[src/rtl/clk_div_gen.sv]
// Programmable 50%-duty clock divider: div_clk_o high/low for cur_half_o clk cycles each.
// Latency: first HIGH starts the cycle after en_i is seen in IDLE; new half-periods apply at the next period boundary.
// Backpressure: one-deep config slot; cfg_ready_o drops while a value is pending and rises again when it is applied.
module clk_div_gen #(
   parameter int CNT_W        = 16,
   parameter int DEFAULT_HALF = 10
) (
   input  logic             clk,
   input  logic             rst_n,
   input  logic             en_i,
   input  logic             cfg_valid_i,
   input  logic [CNT_W-1:0] cfg_half_i,
   output logic             cfg_ready_o,
   output logic             div_clk_o,
   output logic             rise_o,
   output logic             applied_o,
   output logic [CNT_W-1:0] cur_half_o,
   output logic [31:0]      cyc_cnt_o
);

   localparam logic [CNT_W-1:0] DEF_HALF = CNT_W'(DEFAULT_HALF);
   localparam logic [CNT_W-1:0] ONE      = CNT_W'(1);

   typedef enum logic [1:0] {
      IDLE = 2'd0,
      HIGH = 2'd1,
      LOW  = 2'd2
   } state_t;

   state_t           state;
   logic [CNT_W-1:0] cnt;
   logic [CNT_W-1:0] cur_half;
   logic             pend_vld;
   logic [CNT_W-1:0] pend_half;

   logic             phase_end;
   logic             start_high;
   logic             accept;
   logic [CNT_W-1:0] next_half;
   logic [CNT_W-1:0] cfg_clamped;

   // Phase bookkeeping: when a HIGH phase starts and which half-period it will use.
   // A value captured in the pending slot on the same edge is not yet visible here,
   // so it can never be applied in the cycle it is accepted.
   always_comb begin
      phase_end   = (cnt == '0);
      start_high  = en_i & ((state == IDLE) | ((state == LOW) & phase_end));
      next_half   = pend_vld ? pend_half : cur_half;
      accept      = cfg_valid_i & ~pend_vld;
      cfg_clamped = (cfg_half_i == '0) ? ONE : cfg_half_i;
   end

   // One-deep pending config slot; it is drained by the HIGH phase that consumes it
   // and refuses new values while full, so a pending value is never overwritten.
   always_ff @(posedge clk) begin
      if (!rst_n) begin
         pend_vld  <= 1'b0;
         pend_half <= DEF_HALF;
      end else if (start_high & pend_vld) begin
         pend_vld  <= 1'b0;
      end else if (accept) begin
         pend_vld  <= 1'b1;
         pend_half <= cfg_clamped;
      end
   end

   // Divider FSM with registered outputs; en_i only matters in IDLE and at the last LOW cycle.
   always_ff @(posedge clk) begin
      if (!rst_n) begin
         state     <= IDLE;
         cnt       <= '0;
         cur_half  <= DEF_HALF;
         div_clk_o <= 1'b0;
         rise_o    <= 1'b0;
         applied_o <= 1'b0;
         cyc_cnt_o <= 32'd0;
      end else begin
         rise_o    <= 1'b0;
         applied_o <= 1'b0;
         if (start_high) begin
            state     <= HIGH;
            div_clk_o <= 1'b1;
            rise_o    <= 1'b1;
            applied_o <= pend_vld;
            cur_half  <= next_half;
            cnt       <= next_half - ONE;
            cyc_cnt_o <= cyc_cnt_o + 32'd1;
         end else begin
            case (state)
               IDLE: begin
                  div_clk_o <= 1'b0;
               end
               HIGH: begin
                  if (phase_end) begin
                     state     <= LOW;
                     div_clk_o <= 1'b0;
                     cnt       <= cur_half - ONE;
                  end else begin
                     cnt <= cnt - ONE;
                  end
               end
               LOW: begin
                  if (phase_end) begin
                     state     <= IDLE;
                     div_clk_o <= 1'b0;
                  end else begin
                     cnt <= cnt - ONE;
                  end
               end
               default: begin
                  state     <= IDLE;
                  div_clk_o <= 1'b0;
               end
            endcase
         end
      end
   end

   assign cfg_ready_o = ~pend_vld;
   assign cur_half_o  = cur_half;

endmodule

[config.mk]
export PLATFORM = sky130hd
export DESIGN_NAME = clk_div_gen
export DESIGN_NICKNAME = d
export VERILOG_FILES = /design/src/rtl/clk_div_gen.sv
export SDC_FILE = /design/constraint.sdc
export NUM_CORES = 1
export LEC_CHECK = 0
export BUFFER_PORTS_ARGS = -buffer_cell sky130_fd_sc_hd__buf_2
export CAP_MARGIN = 40
export CORE_ASPECT_RATIO = 1.4
export CORE_MARGIN = 2
export CORE_UTILIZATION = 55
export DETAILED_ROUTE_END_ITERATION = 10
export HOLD_SLACK_MARGIN = 0.08
export PLACE_DENSITY = 0.85
export SLEW_MARGIN = 20
export SYNTH_ARGS = -nofsm -noshare
export SYNTH_HDL_FRONTEND = slang
export SYNTH_SLANG_ARGS = --single-unit
[constraint.sdc]
create_clock -name clk -period 3.8 [get_ports clk]
set_input_delay 0 -clock clk [delete_from_list [all_inputs] [get_ports clk]]
set_output_delay 0 -clock clk [all_outputs]
set_load 0.05 [all_outputs]
==> results of run 1 <==
-- worst max-delay path, cell delays in order (launching register included) --
cell and delay (ns):
dfxtp_1 0.75, mux2i_1 0.34, ha_1 0.24, nor4b_1 0.41
o21ai_0 0.34, nor3_1 0.27, xnor2_1 0.16, nor2_1 0.06
o31a_1 0.28
-- cells by family (layout without fill, tap and decap cells) --
kind of cell	after synthesis	count (layout)	synth area share (%)
AO/OA/AOI/OAI	129	129	16.0
XOR/XNOR	56	56	9.95
adder cells (fa/ha/maj)	8	8	2.03
buffers and inverters	58	132	4.47
flip-flops	86	86	34.9
multiplexers	18	18	3.70
AND/OR/NAND/NOR	277	277	28.9
-- cell usage after synthesis (2+ instances only) --
library cell,count
a21oi_1,49
dfxtp_1,86
nand4b_1,2
o22ai_1,2
o31ai_1,4
a211oi_1,3
nor3_1,18
buf_2,2
nor2b_1,3
nor2_1,53
or4_1,7
nand3_1,35
or3b_2,3
nand2_1,90
xnor2_1,30
xor2_1,26
or2_2,4
nor3b_1,3
or4b_2,3
nor4_4,3
clkbuf_1,34
mux2i_1,16
a31o_2,4
nor4b_1,4
buf_1,3
nand3b_1,2
nor4_1,18
a41oi_1,2
nand4_1,10
or3_1,9
o21ai_0,28
o2111ai_1,2
mux2_2,2
and3_1,5
ha_1,8
inv_1,18
a31oi_1,8
o211ai_1,12
-- layout make-up --
cell class | count | area (um^2) | share of cell area, %
Tap cell | 105 | 131 | 2.25
Timing Repair Buffer | 97 | 613 | 10.5
Clock inverter | 4 | 56.3 | 0.965
Multi-Input combinational cell | 488 | 2990 | 51.3
Clock buffer | 12 | 246 | 4.23
Sequential cell | 86 | 1720 | 29.5
Inverter | 19 | 71.3 | 1.22
-- report_power, final --
| part | switching, mW | total, mW | internal (mW) |
|---|---|---|---|
| sequential | 0.0854 | 1.04 | 0.957 |
| clock | 0.372 | 0.903 | 0.531 |
| combinational | 0.429 | 0.691 | 0.262 |
| total | 0.886 | 2.64 | 1.75 |
-- timing repair --
action / in CTS / in global routing
hold buffers: 20 / 0
buffers inserted: 0 / 0
endpoints found under the hold margin: 19 / 0
-- stage by stage --
stage	power, mW	hold WS (ns)	utilization, %	cell area, um^2	cells
after floorplan	1.55	0.124	-	4930	632
after global placement	1.68	0.228	61.2	5300	773
after detailed placement	1.71	0.234	61.6	5330	775
after CTS	2.62	0.298	67.4	5830	811
after global routing	2.75	0.363	67.4	5830	811
final	2.64	0.299	67.4	5830	811
-- worst max-delay path by stage --
stage / end / slack (ns)
after floorplan: cnt[8] / 0.74
after global placement: cyc_cnt_o[30] / 1.10
after detailed placement: cnt[8] / 0.96
after CTS: cnt[8] / 0.92
after global routing: cyc_cnt_o[30] / 0.65
final: cnt[8] / 0.84
-- sequential cells by signal, summed over array words and instances, names as in the netlist --
signal / flops
cur_half_o: 16
rise_o: 1
cnt: 16
cyc_cnt_o: 32
applied_o: 1
pend_half: 16
state: 2
div_clk_o: 1
pend_vld: 1
-- layer usage --
layer | track usage, % | wire length, um | vias to the layer above
li1 | - | - | 2397
met1 | 34.5 | 5380 | 2365
met2 | 49.9 | 7000 | 218
met3 | 4.20 | 833 | 47
met4 | 17.4 | 537 | 0
met5 | 0 | 0 | -
==> metrics, run 1 <==
first-pass GRT wire length 23,000 um; RSZ-0062 raised after global routing no; Critical Path Fanout Max 22; predominant post-synthesis flop cell dfxtp_1; final-layout fill cell count 686; peak supply drop 0.304 mV; layout cells sized above 1 16.3%; Seq/Total Area, Yosys 34.9%; Setup violations, final 0; Distinct cells, synth 59; Max-slew headroom 41.6%; area fraction of the dominant cell type after synthesis 34.9%; routed vias/inst 6.20; vias in the first global route 4,864; #FFs+latches synth 86; Leakage 2.36 nW; hold path start en_i; drt first pass iters 5; Layout Skew 0.00744 ns; post-cts sizing count 0; dpl hpwl 9160 um; main area contributors after synthesis dfxtp_1 35%, nand2_1 6.9%, xnor2_1 5.3%; CP arrival 3.19 ns; most area-hungry cell type in the Yosys netlist dfxtp_1; Die H 116 um; Mapped Cells 632; Power Dens Cells 452 nW/um^2; Core ar. 8660 um^2; # DRC 0; DRT Wirelength 13,700 um; Worst Setup SP pend_vld; Clock Latency Late Sink 0.35 ns; clock tree buffer depth 2; Post-synth EDFFs 0; most frequent cells in the layout 90 x nand2_1, 86 x dfxtp_1, 71 x buf_2, 53 x nor2_1, 49 x a21oi_1; Final nets 729; number of H-tree levels 3; die area 9750 um^2; worst hold path depth 5; syn nets 660; status finished clean; root buf cell clkbuf_16; Die Span X 84.0 um; GR Overflow Total 0; Final Hold Vio Count 0; Total GRT Usage 29.1%; # diodes 0; initial core utilization 57.0%; I/O pin count 72; pin count of the biggest net entering global routing 48; P&R area growth vs syn 18.3%; Ys Warns 0; CP Data Required Time 4.04 ns; synthesized area 4930 um^2; antenna violations before repair 0; pre-CTS setup slack 0.962 ns; Worst-path clk slew 0.06 ns; Hold Crit Endpoint cnt[5]; Final min period 2.96 ns; R2R Path End cnt[8]; Post-synth ARST share 0%; placer congestion estimate 0.913; Worst setup SP type register; CTS tree yes; Max Freq 0.338 GHz; Max Cap Viol 0; max-slew violations 0; setup TNS after final layout 0 ns; TritonCTS Sinks 86; port bufs 71; Inserted Clock Buffers 9; vias 5,027; crit path kind reg2reg; routed len/inst 17.0 um; Worst Setup End Kind register; Worst Tran Pin Value 0.870 ns; commonest non-fill, non-tap cell in the layout nand2_1; drt first-iter violations 408; R2R Setup Slk 0.84 ns; antenna-violating nets left 0; Rows 40; Syn Area/Cell 7.80 um^2; slack of the critical path 0.844 ns; Worst R2R Start pend_vld; Hold Crit Class in2reg; fin crit share 77.8%; Worst Reg-to-Reg Cells 8
Power figures use the tool's default switching activity.
==> run 2: changes to the inputs <==
--- a/config.mk
+++ b/config.mk
@@ -9,7 +9,7 @@
 export CAP_MARGIN = 40
 export CORE_ASPECT_RATIO = 1.4
 export CORE_MARGIN = 2
-export CORE_UTILIZATION = 55
+export CORE_UTILIZATION = 52
 export DETAILED_ROUTE_END_ITERATION = 10
 export HOLD_SLACK_MARGIN = 0.08
 export PLACE_DENSITY = 0.85
==> constraint.sdc (replaced) <==
create_clock -name clk -period 2.58 [get_ports clk]
set_input_delay 0 -clock clk [delete_from_list [all_inputs] [get_ports clk]]
set_output_delay 0 -clock clk [all_outputs]
set_load 0.05 [all_outputs]
==> metrics, run 2 (same netlist as run 1, synthesis figures left out) <==
status finished clean; Max Cap Viol 0; first-pass GRT wire length 23,500 um; max-slew violations 0; routed len/inst 17.1 um; footprint of the multi-input gates 3020 um^2; Power Dens Cells 656 nW/um^2; most frequent cells in the layout 90 x nand2_1, 83 x dfxtp_1, 71 x buf_2, 53 x nor2_1, 49 x a21oi_1; die area 10,300 um^2; Worst Setup SP cur_half_o[0]; Die Span X 86.3 um; # diodes 0; Worst Tran Pin Value 0.569 ns; hold path start rst_n; Final nets 748; initial core utilization 52.7%; number of H-tree levels 3; DRT Wirelength 14,300 um; commonest non-fill, non-tap cell in the layout nand2_1; Worst Setup End Kind register; CP arrival 2.73 ns; CP Data Required Time 2.84 ns; CTS tree yes; Final Hold Vio Count 0; pre-CTS setup slack 0.0736 ns; P&R area growth vs syn 21.6%; Max Freq 0.404 GHz; antenna-violating nets left 0; port bufs 71; Total GRT Usage 28.0%; worst hold path depth 3; I/O pin count 72; vias in the first global route 5,070; Die H 119 um; critical path's largest stage delay 0.67 ns; Worst setup SP type register; Leakage 2.47 nW; root buf cell clkbuf_16; clock tree buffer depth 2; # Post-CTS Setup Buffers 0; placer congestion estimate 0.941; pin count of the biggest net entering global routing 33; worst-path cell chain or4_1, or4_4, nor4_1, xor2_1, o211ai_1, o21ai_0; Max-slew headroom 62.1%; routed vias/inst 6.21; # DRC 0; Critical Path Fanout Max 6; drt first-iter violations 344; FF/Latch Area 1730 um^2; max reg flops 32; Slowest cell on crit path or4_1; Worst-path clk slew 0.06 ns; Worst R2R Start cur_half_o[0]; Final min period 2.48 ns; TritonCTS Sinks 86; Rows 42; vias 5,176; drt first pass iters 5; setup TNS after final layout 0 ns; Clock Latency Late Sink 0.35 ns; Core ar. 9350 um^2; Setup violations, final 0; fin crit share 96.0%; antenna violations before repair 0; Layout Skew 0.0100 ns; peak supply drop 0.497 mV; Worst Reg-to-Reg Cells 6; GR Overflow Total 0; Hold Crit Class in2reg; most flop-heavy register cyc_cnt_o; final-layout fill cell count 728; slack of the critical path 0.103 ns; dpl hpwl 9790 um; Inserted Clock Buffers 9; layout cells sized above 1 20.2%; RSZ-0062 raised after global routing no; crit path kind reg2reg
[run 2: cell type report]
cell class	instances	share of cell area (%)
multi-input combinational	488	50.3
sequential	86	28.8
timing repair buffer	116	12.5
clock buffer	10	3.98
tap	110	2.30
inverter	19	1.19
clock inverter	5	0.960
[run 2: path summary, 6_finish.rpt]
kind / end / slack (ns)
max: cnt[13] / 0.10
max reg2reg: cnt[13] / 0.10
min reg2reg: pend_half[12] / 0.47
min: cyc_cnt_o[7] / 0.09
[run 2: what timing repair did]
item | CTS | global route
resized for setup | 0 | 4
hold endpoints to repair | 17 | 0
setup endpoints to repair | 0 | 9
hold buffers | 17 | 0
[run 2: per-layer routing]
| layer | track usage [%] | wire length, um | up-vias |
|---|---|---|---|
| met5 | 0 | 0 | - |
| li1 | - | - | 2430 |
| met4 | 17.7 | 680 | 0 |
| met2 | 47.2 | 7230 | 244 |
| met3 | 3.95 | 782 | 61 |
| met1 | 32.9 | 5560 | 2441 |
[run 2: worst max-delay path, delay by kind of cell, from the launching register on]
family / cells / cell delay, ns
and+or+nand+nor: 3 / 1.51
DFF: 1 / 0.40
AOI/OAI and AO/OA: 2 / 0.29
xor gates and xnor gates: 1 / 0.19
[run 2: power breakdown]
group,total [mW],internal [mW],switching [mW]
combinational,1.10,0.435,0.661
sequential,1.53,1.41,0.121
clock,1.31,0.773,0.536
[run 2: per-stage QoR]
stage	util (%)	instance area [um^2]	power, mW	hold slack (ns)	std cells
final	64.1	6000	3.94	0.0929	834
after global routing	64.1	6000	4.10	0.111	834
after CTS	64.0	5980	3.91	0.0877	834
after detailed placement	59.0	5520	2.59	0.230	802
after global placement	58.9	5510	2.56	0.228	801
after floorplan	-	4950	2.29	0.124	632
